<file path="src/rtl/alu_seq_pkg.sv">
// Shared types and constants for the multi-cycle add/subtract sequencer.
package alu_seq_pkg;

  localparam int SLICE_W = 16;

  typedef enum logic [1:0] {
    IDLE = 2'd0,
    RUN  = 2'd1,
    DONE = 2'd2
  } state_t;

  // Bits needed to count n slices; never narrower than one bit.
  function automatic int idx_width(input int n);
    int w;
    w = 1;
    while ((1 << w) < n) w = w + 1;
    return w;
  endfunction

endpackage

</file>
<file path="src/rtl/cla_slice16.sv">
// Combinational 16-bit carry-lookahead adder: 4-bit groups under a second lookahead level.
module cla_slice16
  import alu_seq_pkg::*;
(
  input  logic [SLICE_W-1:0] a16,
  input  logic [SLICE_W-1:0] b16,
  input  logic               cin,
  output logic [SLICE_W-1:0] s16,
  output logic               cout
);

  logic [15:0] w_g;
  logic [15:0] w_p;
  logic [15:0] w_c;
  logic [3:0]  w_gg;
  logic [3:0]  w_gp;
  logic [3:0]  w_gc;

  assign w_g = a16 & b16;
  assign w_p = a16 ^ b16;

  generate
    for (genvar gi = 0; gi < 4; gi++) begin : g_grp
      localparam int B = gi * 4;
      assign w_gg[gi] = w_g[B+3]
                      | (w_p[B+3] & w_g[B+2])
                      | (w_p[B+3] & w_p[B+2] & w_g[B+1])
                      | (w_p[B+3] & w_p[B+2] & w_p[B+1] & w_g[B]);
      assign w_gp[gi] = &w_p[B+3:B];
      assign w_c[B]   = w_gc[gi];
      assign w_c[B+1] = w_g[B] | (w_p[B] & w_gc[gi]);
      assign w_c[B+2] = w_g[B+1] | (w_p[B+1] & w_g[B]) | (w_p[B+1] & w_p[B] & w_gc[gi]);
      assign w_c[B+3] = w_g[B+2] | (w_p[B+2] & w_g[B+1]) | (w_p[B+2] & w_p[B+1] & w_g[B])
                      | (w_p[B+2] & w_p[B+1] & w_p[B] & w_gc[gi]);
    end
  endgenerate

  // Second level: group carries computed directly from group generate/propagate.
  assign w_gc[0] = cin;
  assign w_gc[1] = w_gg[0] | (w_gp[0] & cin);
  assign w_gc[2] = w_gg[1] | (w_gp[1] & w_gg[0]) | (w_gp[1] & w_gp[0] & cin);
  assign w_gc[3] = w_gg[2] | (w_gp[2] & w_gg[1]) | (w_gp[2] & w_gp[1] & w_gg[0])
                 | (w_gp[2] & w_gp[1] & w_gp[0] & cin);
  assign cout    = w_gg[3] | (w_gp[3] & w_gg[2]) | (w_gp[3] & w_gp[2] & w_gg[1])
                 | (w_gp[3] & w_gp[2] & w_gp[1] & w_gg[0])
                 | (w_gp[3] & w_gp[2] & w_gp[1] & w_gp[0] & cin);

  assign s16 = w_p ^ w_c;

endmodule

</file>
<file path="src/rtl/alu_addsub_seq.sv">
// Add/subtract sequencer: one 16-bit CLA slice reused per cycle, LSB slice first,
// with the inter-slice carry held in a register.
module alu_addsub_seq
  import alu_seq_pkg::*;
#(
  parameter int WIDTH = 32,
  parameter int SLICE = 16
) (
  input  logic             clk,
  input  logic             rst_n,
  input  logic             in_valid,
  output logic             in_ready,
  input  logic [WIDTH-1:0] a,
  input  logic [WIDTH-1:0] b,
  input  logic             sub,
  output logic             out_valid,
  input  logic             out_ready,
  output logic [WIDTH-1:0] sum,
  output logic             cout,
  output logic             ovf,
  output logic             zero
);

  localparam int NSLICE = WIDTH / SLICE;
  localparam int IW     = idx_width(NSLICE);
  localparam logic [IW-1:0] LAST_IDX = IW'(NSLICE - 1);

  state_t           r_state;
  state_t           w_state_next;
  logic [WIDTH-1:0] r_a;
  logic [WIDTH-1:0] r_b;
  logic             r_carry;
  logic [IW-1:0]    r_idx;
  logic [WIDTH-1:0] r_sum;
  logic             r_cout;
  logic             r_ovf;
  logic             r_zero;

  logic [SLICE_W-1:0] w_a_sl [NSLICE];
  logic [SLICE_W-1:0] w_b_sl [NSLICE];
  logic [SLICE_W-1:0] w_a16;
  logic [SLICE_W-1:0] w_b16;
  logic [SLICE_W-1:0] w_s16;
  logic               w_sc;
  logic [WIDTH-1:0]   w_sum_new;
  logic               w_accept;
  logic               w_last;

  generate
    for (genvar gi = 0; gi < NSLICE; gi++) begin : g_sl
      assign w_a_sl[gi] = r_a[gi*SLICE +: SLICE];
      assign w_b_sl[gi] = r_b[gi*SLICE +: SLICE];
      assign w_sum_new[gi*SLICE +: SLICE] = (r_idx == IW'(gi)) ? w_s16 : r_sum[gi*SLICE +: SLICE];
    end
  endgenerate

  assign w_a16 = w_a_sl[r_idx];
  assign w_b16 = w_b_sl[r_idx];

  cla_slice16 u_slice (
    .a16  (w_a16),
    .b16  (w_b16),
    .cin  (r_carry),
    .s16  (w_s16),
    .cout (w_sc)
  );

  assign w_accept = (r_state == IDLE) && in_valid;
  assign w_last   = (r_state == RUN) && (r_idx == LAST_IDX);

  always_ff @(posedge clk or negedge rst_n) begin
    if (!rst_n) r_state <= IDLE;
    else        r_state <= w_state_next;
  end

  always_comb begin
    w_state_next = r_state;
    case (r_state)
      IDLE:    if (in_valid)  w_state_next = RUN;
      RUN:     if (w_last)    w_state_next = DONE;
      DONE:    if (out_ready) w_state_next = IDLE;
      default:                w_state_next = IDLE;
    endcase
  end

  always_ff @(posedge clk or negedge rst_n) begin
    if (!rst_n) begin
      r_a     <= '0;
      r_b     <= '0;
      r_carry <= 1'b0;
      r_idx   <= '0;
      r_sum   <= '0;
      r_cout  <= 1'b0;
      r_ovf   <= 1'b0;
      r_zero  <= 1'b0;
    end else if (w_accept) begin
      // Subtraction is A + ~B + 1; the +1 enters as the first slice's carry-in.
      r_a     <= a;
      r_b     <= sub ? ~b : b;
      r_carry <= sub;
      r_idx   <= '0;
    end else if (r_state == RUN) begin
      r_sum   <= w_sum_new;
      r_carry <= w_sc;
      r_idx   <= w_last ? '0 : r_idx + IW'(1);
      if (w_last) begin
        r_cout <= w_sc;
        r_ovf  <= (r_a[WIDTH-1] == r_b[WIDTH-1]) && (w_sum_new[WIDTH-1] != r_a[WIDTH-1]);
        r_zero <= (w_sum_new == '0);
      end
    end
  end

  assign in_ready  = (r_state == IDLE);
  assign out_valid = (r_state == DONE);
  assign sum       = r_sum;
  assign cout      = r_cout;
  assign ovf       = r_ovf;
  assign zero      = r_zero;

endmodule

</file>
<file path="config.mk">
export PLATFORM = sky130hd
export DESIGN_NAME = alu_addsub_seq
export DESIGN_NICKNAME = d
export VERILOG_FILES = /design/src/rtl/alu_seq_pkg.sv /design/src/rtl/cla_slice16.sv /design/src/rtl/alu_addsub_seq.sv
export SDC_FILE = /design/constraint.sdc
export NUM_CORES = 1
export LEC_CHECK = 0
export ABC_AREA = 1
export BUFFER_PORTS_ARGS = -buffer_cell sky130_fd_sc_hd__buf_2
export CAP_MARGIN = 5
export CORE_ASPECT_RATIO = 1.75
export CORE_UTILIZATION = 57
export CTS_BUF_LIST = sky130_fd_sc_hd__clkbuf_8
export CTS_CLUSTER_SIZE = 14
export DETAILED_ROUTE_END_ITERATION = 12
export HOLD_SLACK_MARGIN = 0.06
export PLACE_DENSITY = 0.79
export SYNTH_ARGS = -nofsm -noshare
export SYNTH_HDL_FRONTEND = slang
export SYNTH_SLANG_ARGS = --single-unit
</file>
<file path="constraint.sdc">
create_clock -name clk -period 3.7 [get_ports clk]
set_input_delay 0.925 -clock clk [delete_from_list [all_inputs] [get_ports clk]]
set_output_delay 0.925 -clock clk [all_outputs]
set_load 0.05 [all_outputs]
</file>
* After elaboration in Yosys (flattened, before gate mapping)
Index checks and enable logic that the tools add are counted.
** Word-level totals
- Output and inout bits :: 37
- Bits in registers :: 103
- Input bits :: 69
** Cells by class
- Eq/ne operators :: 7
- Add/subtract/negate cells :: 1
- Reductions and logical operators :: 13
- Mux-type cells :: 18
- Order comparisons :: 1
- Bitwise gates (word level) :: 124
** Operators by type and width (count)
- 16-bit two-way mux :: 8
- 1-bit bitwise AND :: 72
- 1-bit OR :: 46
- 32-bit logical NOT :: 1
- 32-bit two-way mux :: 1
- 32-bit NOT :: 1
- 16-bit XOR :: 2
- 16-bit bitwise AND :: 1
- 4-bit AND reduction :: 4
- 2-bit two-way mux :: 3
- 2-bit one-hot mux with 3 select lines :: 1
- 3-bit AND reduction :: 2
- 1-bit two-way mux :: 5
- 2-bit inequality test, second input constant :: 2
- 1-bit logical AND :: 3
- 2-bit by 1-bit equality test with 1-bit output, second input constant :: 1
- 2-bit equality test, second input constant :: 1
- 2-bit >= comparator, second input constant :: 1
- 2-bit logical NOT :: 1
- 2-bit by 1-bit inequality test with 1-bit output, second input constant :: 1
- 1-bit NOT with 2-bit output :: 1
- 2-bit AND reduction :: 1
- 2-bit nonzero test :: 1
- 1-bit adder, second input constant :: 1
- 3 further kinds :: 3

* Longest topological paths before layout
- Word-level depth :: 19
- Gate-level depth with buffers :: 24
- Gate-level depth less buffers :: 22

* Hierarchy
From an unflattened synthesis, not the netlist that was laid out.
** Unflattened totals
- Cell total of the unflattened synthesis :: 709
- Area total of the unflattened synthesis :: 5590.4 um^2
** By module, submodules not included
- alu_addsub_seq :: area an instance 4843.4 um^2, cells each 591, instances 1
- cla_slice16 :: area an instance 747.0 um^2, cells each 118, instances 1

* Worst setup path after synthesis
No wires, ideal clock.
- Path type :: register to register
- Start point :: reg r_idx
- End point :: reg r_zero (netlist: zero)
- Period minus slack after synthesis :: 3.201 ns
- Data arrival time :: 3.135 ns
- Setup slack :: 0.499 ns
- Stages on the path, launching flop included :: 24
- Cell sequence :: dfrtp_1 -> clkbuf_1 -> clkbuf_1 -> nand2_1 -> nand2_1 -> ha_1 -> nand2_1 -> nand2_1 -> nand3_1 -> nand2_1 -> nand2_1 -> nand2_1 -> fa_1 -> nor2_2 -> nand3_1 -> nor3_2 -> nand2_1 -> nor2_1 -> nand3_1 -> nor2_1 -> nand2_1 -> nor2_1 -> nand3_1 -> nand2_1
** Between the ends
- Longest elaborated chain between the ends :: 18
- Elaborated cells between the ends (all ways) :: 117
- Classes of those cells :: mux: 8; bitwise: 103; reduce/logical: 6
** RTL lines
- start: declaration :: RTL line alu_addsub_seq.sv:33 : logic [IW-1:0] r_idx;
- start signal: assignment :: RTL line alu_addsub_seq.sv:105 : r_idx <= w_last ? '0 : r_idx + IW'(1);
- 1-bit NOT with 2-bit output (implied by the code) :: RTL line alu_addsub_seq.sv:57, alu_addsub_seq.sv:58
- 16-bit two-way mux (on tied branches) (3 in series) :: RTL line alu_addsub_seq.sv:57, alu_addsub_seq.sv:58
- 16-bit XOR / 16-bit bitwise AND (equally long branches) :: RTL line cla_slice16.sv:20, cla_slice16.sv:19
- 1-bit bitwise AND (on tied branches) :: RTL line cla_slice16.sv:26, cla_slice16.sv:27, cla_slice16.sv:28
- 1-bit OR (tied with other cells) :: RTL line cla_slice16.sv:26 : | (w_p[B+3] & w_g[B+2])
- 1-bit OR / 1-bit bitwise AND (equally long branches) :: RTL line cla_slice16.sv:27, cla_slice16.sv:28
- 1-bit OR :: RTL line cla_slice16.sv:28 : | (w_p[B+3] & w_p[B+2] & w_p[B+1] & w_g[B]);
- 1-bit bitwise AND :: RTL line cla_slice16.sv:42 : assign w_gc[3] = w_gg[2] | (w_gp[2] & w_gg[1]) | (w_gp[2] & w_gp[1] & w_gg[0])
- 1-bit OR (2 in series) :: RTL line cla_slice16.sv:42
- 1-bit OR :: RTL line cla_slice16.sv:43 : | (w_gp[2] & w_gp[1] & w_gp[0] & cin);
- 1-bit bitwise AND (on tied branches) :: RTL line cla_slice16.sv:31, cla_slice16.sv:32, cla_slice16.sv:34
- 1-bit OR (on tied branches) :: RTL line cla_slice16.sv:31, cla_slice16.sv:32, cla_slice16.sv:34
- 16-bit XOR :: RTL line cla_slice16.sv:48 : assign s16 = w_p ^ w_c;
- 16-bit two-way mux :: RTL line alu_addsub_seq.sv:53 : assign w_sum_new[gi*SLICE +: SLICE] = (r_idx == IW'(gi)) ? w_s16 : r_sum[gi*SLICE +: SLICE];
- 32-bit logical NOT :: RTL line alu_addsub_seq.sv:109 : r_zero <= (w_sum_new == '0);
- end signal: assignment :: RTL line alu_addsub_seq.sv:109
- end: declaration :: RTL line alu_addsub_seq.sv:37 : logic r_zero;
Several ways; a longest one is shown, not always the timed one. The select of a mux whose other input is x is not followed.
A chain may end at the register's enable or synchronous reset.

* Worst setup path in the final report
Ends and elaborated chain as after synthesis.

==> impl_summary.log <==
INFO  metric critical_path.top_delay_family = simple AND/OR/NAND/NOR gates
INFO  metric post_synth_and_or_nand_nor_area_fraction = 0.286
INFO  metric slowest_stage = sky130_fd_sc_hd__fa_1
INFO  metric floorplan.initialDensity = 0.590
INFO  metric dieWidth = 75.3 um
INFO  metric area_delta_synth_final = 15.2%
INFO  metric rsz_0062_raised_after_global_routing = no
INFO  metric post_cts.resized_instances = 0
INFO  metric timing.fmax = 298 MHz
INFO  metric worstMarginPinSlew = 0.898 ns
INFO  metric grt_start_max_net_pins = 61
INFO  metric netlist_area = 0.00536 mm2
INFO  metric required = 4.01 ns
INFO  metric vias_per_cell = 5.22
INFO  metric gr_overflow_total = 0
INFO  metric multi_input_logic_area = 0.00251 mm2
INFO  metric fin_worst_skew = 0.0105 ns
INFO  metric post_synth.cell_area_avg = 7.74 um2
INFO  metric grt_pass1_vias = 4,529
INFO  metric cts_buffer_depth = 2
INFO  metric fillers = 808
INFO  metric chipHeight = 130 um
INFO  metric synthMuxAreaShare = 0
INFO  metric yosys_warnings = 0
INFO  metric floorplan.core_area = 0.00909 mm2
INFO  metric tritoncts = built
INFO  metric netlist-cell-type-count = 26
INFO  metric use_met1 = 0.328
INFO  metric globalRoute.busiestLayer = met2
INFO  metric post-route-drc-count = 0
INFO  metric grt_use_met2 = 0.446
INFO  metric max_h_tree_level = 3
INFO  metric drt_wl_total = 12,100 um
INFO  metric cp_cell_sequence = buf_4 -> nand2_1 -> nand2_1 -> ha_1 -> nand2_1 -> inv_1 -> nand2_1 -> nand2_1 -> a21oi_1 -> nand2_1 -> fa_1 -> inv_1 -> nand4_1 -> nor2_1 -> nand2_1 -> a21oi_1 -> nand3_1 -> nor2_1 -> nand2_1 -> nor2_1 -> nand3_1 -> nand2_1
INFO  metric min-delay-path-class = flip-flop to flip-flop
INFO  metric num_clock_sinks = 103
INFO  metric timing.slew.headroom = 0.401
INFO  metric io_pins = 106
INFO  metric final.setup.tns = 0 ns
INFO  metric synth-seq-area-share = 0.481
INFO  metric sequential_cell_area = 0.00258 mm2
INFO  metric grt_first_pass_wirelength = 20,000 um
INFO  metric cp_max_fo = 42
INFO  metric detail_route.iter0.violations = 215
INFO  metric final-setup-viol-count = 0
INFO  metric post_synthesis_net_count = 782
INFO  metric slew_viol_final = 0
INFO  metric cp_slowest_stage_delay = 0.51 ns
INFO  metric post-route-period-util = 0.906
INFO  metric cts_hold_repair_buffers = 0
INFO  metric numCtsBuffers = 9
INFO  metric end_kind = flip-flop
INFO  metric crit_arrival = 3.66 ns
INFO  metric synth_top_family_by_area = simple AND/OR/NAND/NOR gates
INFO  metric row_count = 46
INFO  metric worst_path_most_repeated_cell = sky130_fd_sc_hd__nand2_1
INFO  metric cts.repair_timing.setup_buffer_count = 0
INFO  metric grt.met3_usage = 0.0541
INFO  metric path_buf_inv = 3
INFO  metric worst_setup_hold_path_clk_slew = 0.09 ns
INFO  metric final.min_clock_period = 3.35 ns
INFO  metric final_antenna_net_count = 0
INFO  metric hold_violations = 0
INFO  metric layout.cells.most_common = sky130_fd_sc_hd__nand2_1
INFO  metric share_of_post_route_cells_with_drive_strength_above_1 = 0.173
INFO  metric buffer_ports.inserted = 105
INFO  metric postSynthCellCount = 693
INFO  metric design.die.area = 0.00982 mm2
INFO  metric place.gp.congestion = 0.867
INFO  metric synth_seq_cells = 103
INFO  metric synth_compound_area_frac = 0.0658
INFO  metric synth-adder-area-share = 0.0523
INFO  metric nets = 875
INFO  metric outcome = completed
INFO  metric antenna_cells = 0
INFO  metric critPathKind = flip-flop to flip-flop
INFO  metric cell_chosen_for_the_clock_root = sky130_fd_sc_hd__clkbuf_8
INFO  metric synth_xor_xnor_area_share = 0.0637
INFO  metric post-route-util = 0.680
INFO  metric initial_antenna_violation_count = 0
INFO  metric route.detailed.wl_per_inst = 13.3 um
INFO  metric start_kind = flip-flop
INFO  metric routed_vias = 4,752
INFO  metric drt_pre_antenna_iters = 5
INFO  metric place_hpwl = 9040 um
INFO  metric clkLatencyLatePin = 0.38 ns
INFO  metric track_usage = 0.270
INFO  metric commonest_cells_after_routing_fill_and_taps_aside = 336 x sky130_fd_sc_hd__nand2_1, 104 x sky130_fd_sc_hd__buf_2, 103 x sky130_fd_sc_hd__dfrtp_1, 57 x sky130_fd_sc_hd__o21ai_0, 37 x sky130_fd_sc_hd__inv_1
INFO  metric drv.max_cap_violation_count = 0
-- worst paths after layout --
path / cells past startpoint / slack [ns] / end / startpoint
max reg2reg: 22 / 0.35 / zero / r_idx
min reg2reg: 2 / 0.48 / sum[25] / sum[25]
max: 22 / 0.35 / zero / r_idx
min: 2 / 0.48 / sum[25] / sum[25]
min in group asynchronous: 1 / 0.58 / sum[17] / rst_n
max in group asynchronous: 2 / 2.37 / r_b[8] / rst_n
-- layout make-up --
type                    count  share of cell area
flip-flops and latches    103               0.417
multi-input cells         519               0.406
repair buffers            113              0.0972
clock buffers              12              0.0267
inverters                  40              0.0243
well taps                 120              0.0243
clock inverters             4             0.00466
-- cell usage after synthesis --
master	instances	area, um2
sky130_fd_sc_hd__a21oi_1	8	40.0
sky130_fd_sc_hd__o31ai_1	1	7.51
sky130_fd_sc_hd__nor2_1	18	67.6
sky130_fd_sc_hd__dfrtp_1	103	2580
sky130_fd_sc_hd__nand2_1	337	1260
sky130_fd_sc_hd__or2_2	2	12.5
sky130_fd_sc_hd__nor3_1	3	15.0
sky130_fd_sc_hd__nor2_2	2	12.5
sky130_fd_sc_hd__clkbuf_1	25	93.8
sky130_fd_sc_hd__ha_1	16	200
sky130_fd_sc_hd__o21ai_0	57	285
sky130_fd_sc_hd__xor2_1	5	43.8
sky130_fd_sc_hd__a21o_1	1	7.51
sky130_fd_sc_hd__and3_1	1	6.26
sky130_fd_sc_hd__fa_1	4	80.1
sky130_fd_sc_hd__nor3_2	1	10.0
sky130_fd_sc_hd__a31oi_1	2	12.5
sky130_fd_sc_hd__inv_1	37	139
sky130_fd_sc_hd__clkinv_1	1	3.75
sky130_fd_sc_hd__xnor2_1	34	298
sky130_fd_sc_hd__nand3_1	22	110
sky130_fd_sc_hd__nand4_1	4	25.0
sky130_fd_sc_hd__buf_6	1	11.3
sky130_fd_sc_hd__buf_2	5	25.0
sky130_fd_sc_hd__nand3b_1	1	7.51
sky130_fd_sc_hd__inv_2	2	7.51
-- per-layer routing --
layer,vias up,part of all wire
met5,-,0
met4,0,0.042
met3,40,0.051
met2,185,0.50
met1,2184,0.41
li1,2343,-
-- flip-flops by register name, indices dropped and copies added (netlist names) --
signal and count:
zero 1, ovf 1, r_state 2, sum 32, r_carry 1, r_idx 1
cout 1, r_a 32, r_b 32
-- through the flow --
step	cells	worst slack [ns]	hold slack [ns]	area (um2)
detailed placement	895	0.392	0.463	5990
global route	911	0.0354	0.498	6180
finish	911	0.349	0.482	6180
CTS	911	0.371	0.489	6180
global placement	895	0.493	0.463	5990
floorplan	693	0.499	0.449	5360
-- kinds of logic (layout without fill, tap and decap cells) --
| kind of cell | Yosys count | in the layout |
|---|---|---|
| adders and majority gates | 20 | 20 |
| DFF | 103 | 103 |
| AOI/OAI and AO/OA | 69 | 69 |
| buffers and inverters | 71 | 169 |
| xor gates and xnor gates | 39 | 39 |
| and+or+nand+nor | 391 | 391 |
-- worst register-to-register path, delay by kind of cell, from the launching register on --
family                     cells  cell delay, ns
AOI/OAI and AO/OA              2            0.27
adders and majority gates      2            0.80
buffers and inverters          3            0.52
DFF                            1            0.36
and+or+nand+nor               15            1.32
Power is left out: the tool's default activity adds up to more than one toggle a clock period on the data nets, which glitch-free logic cannot reach.
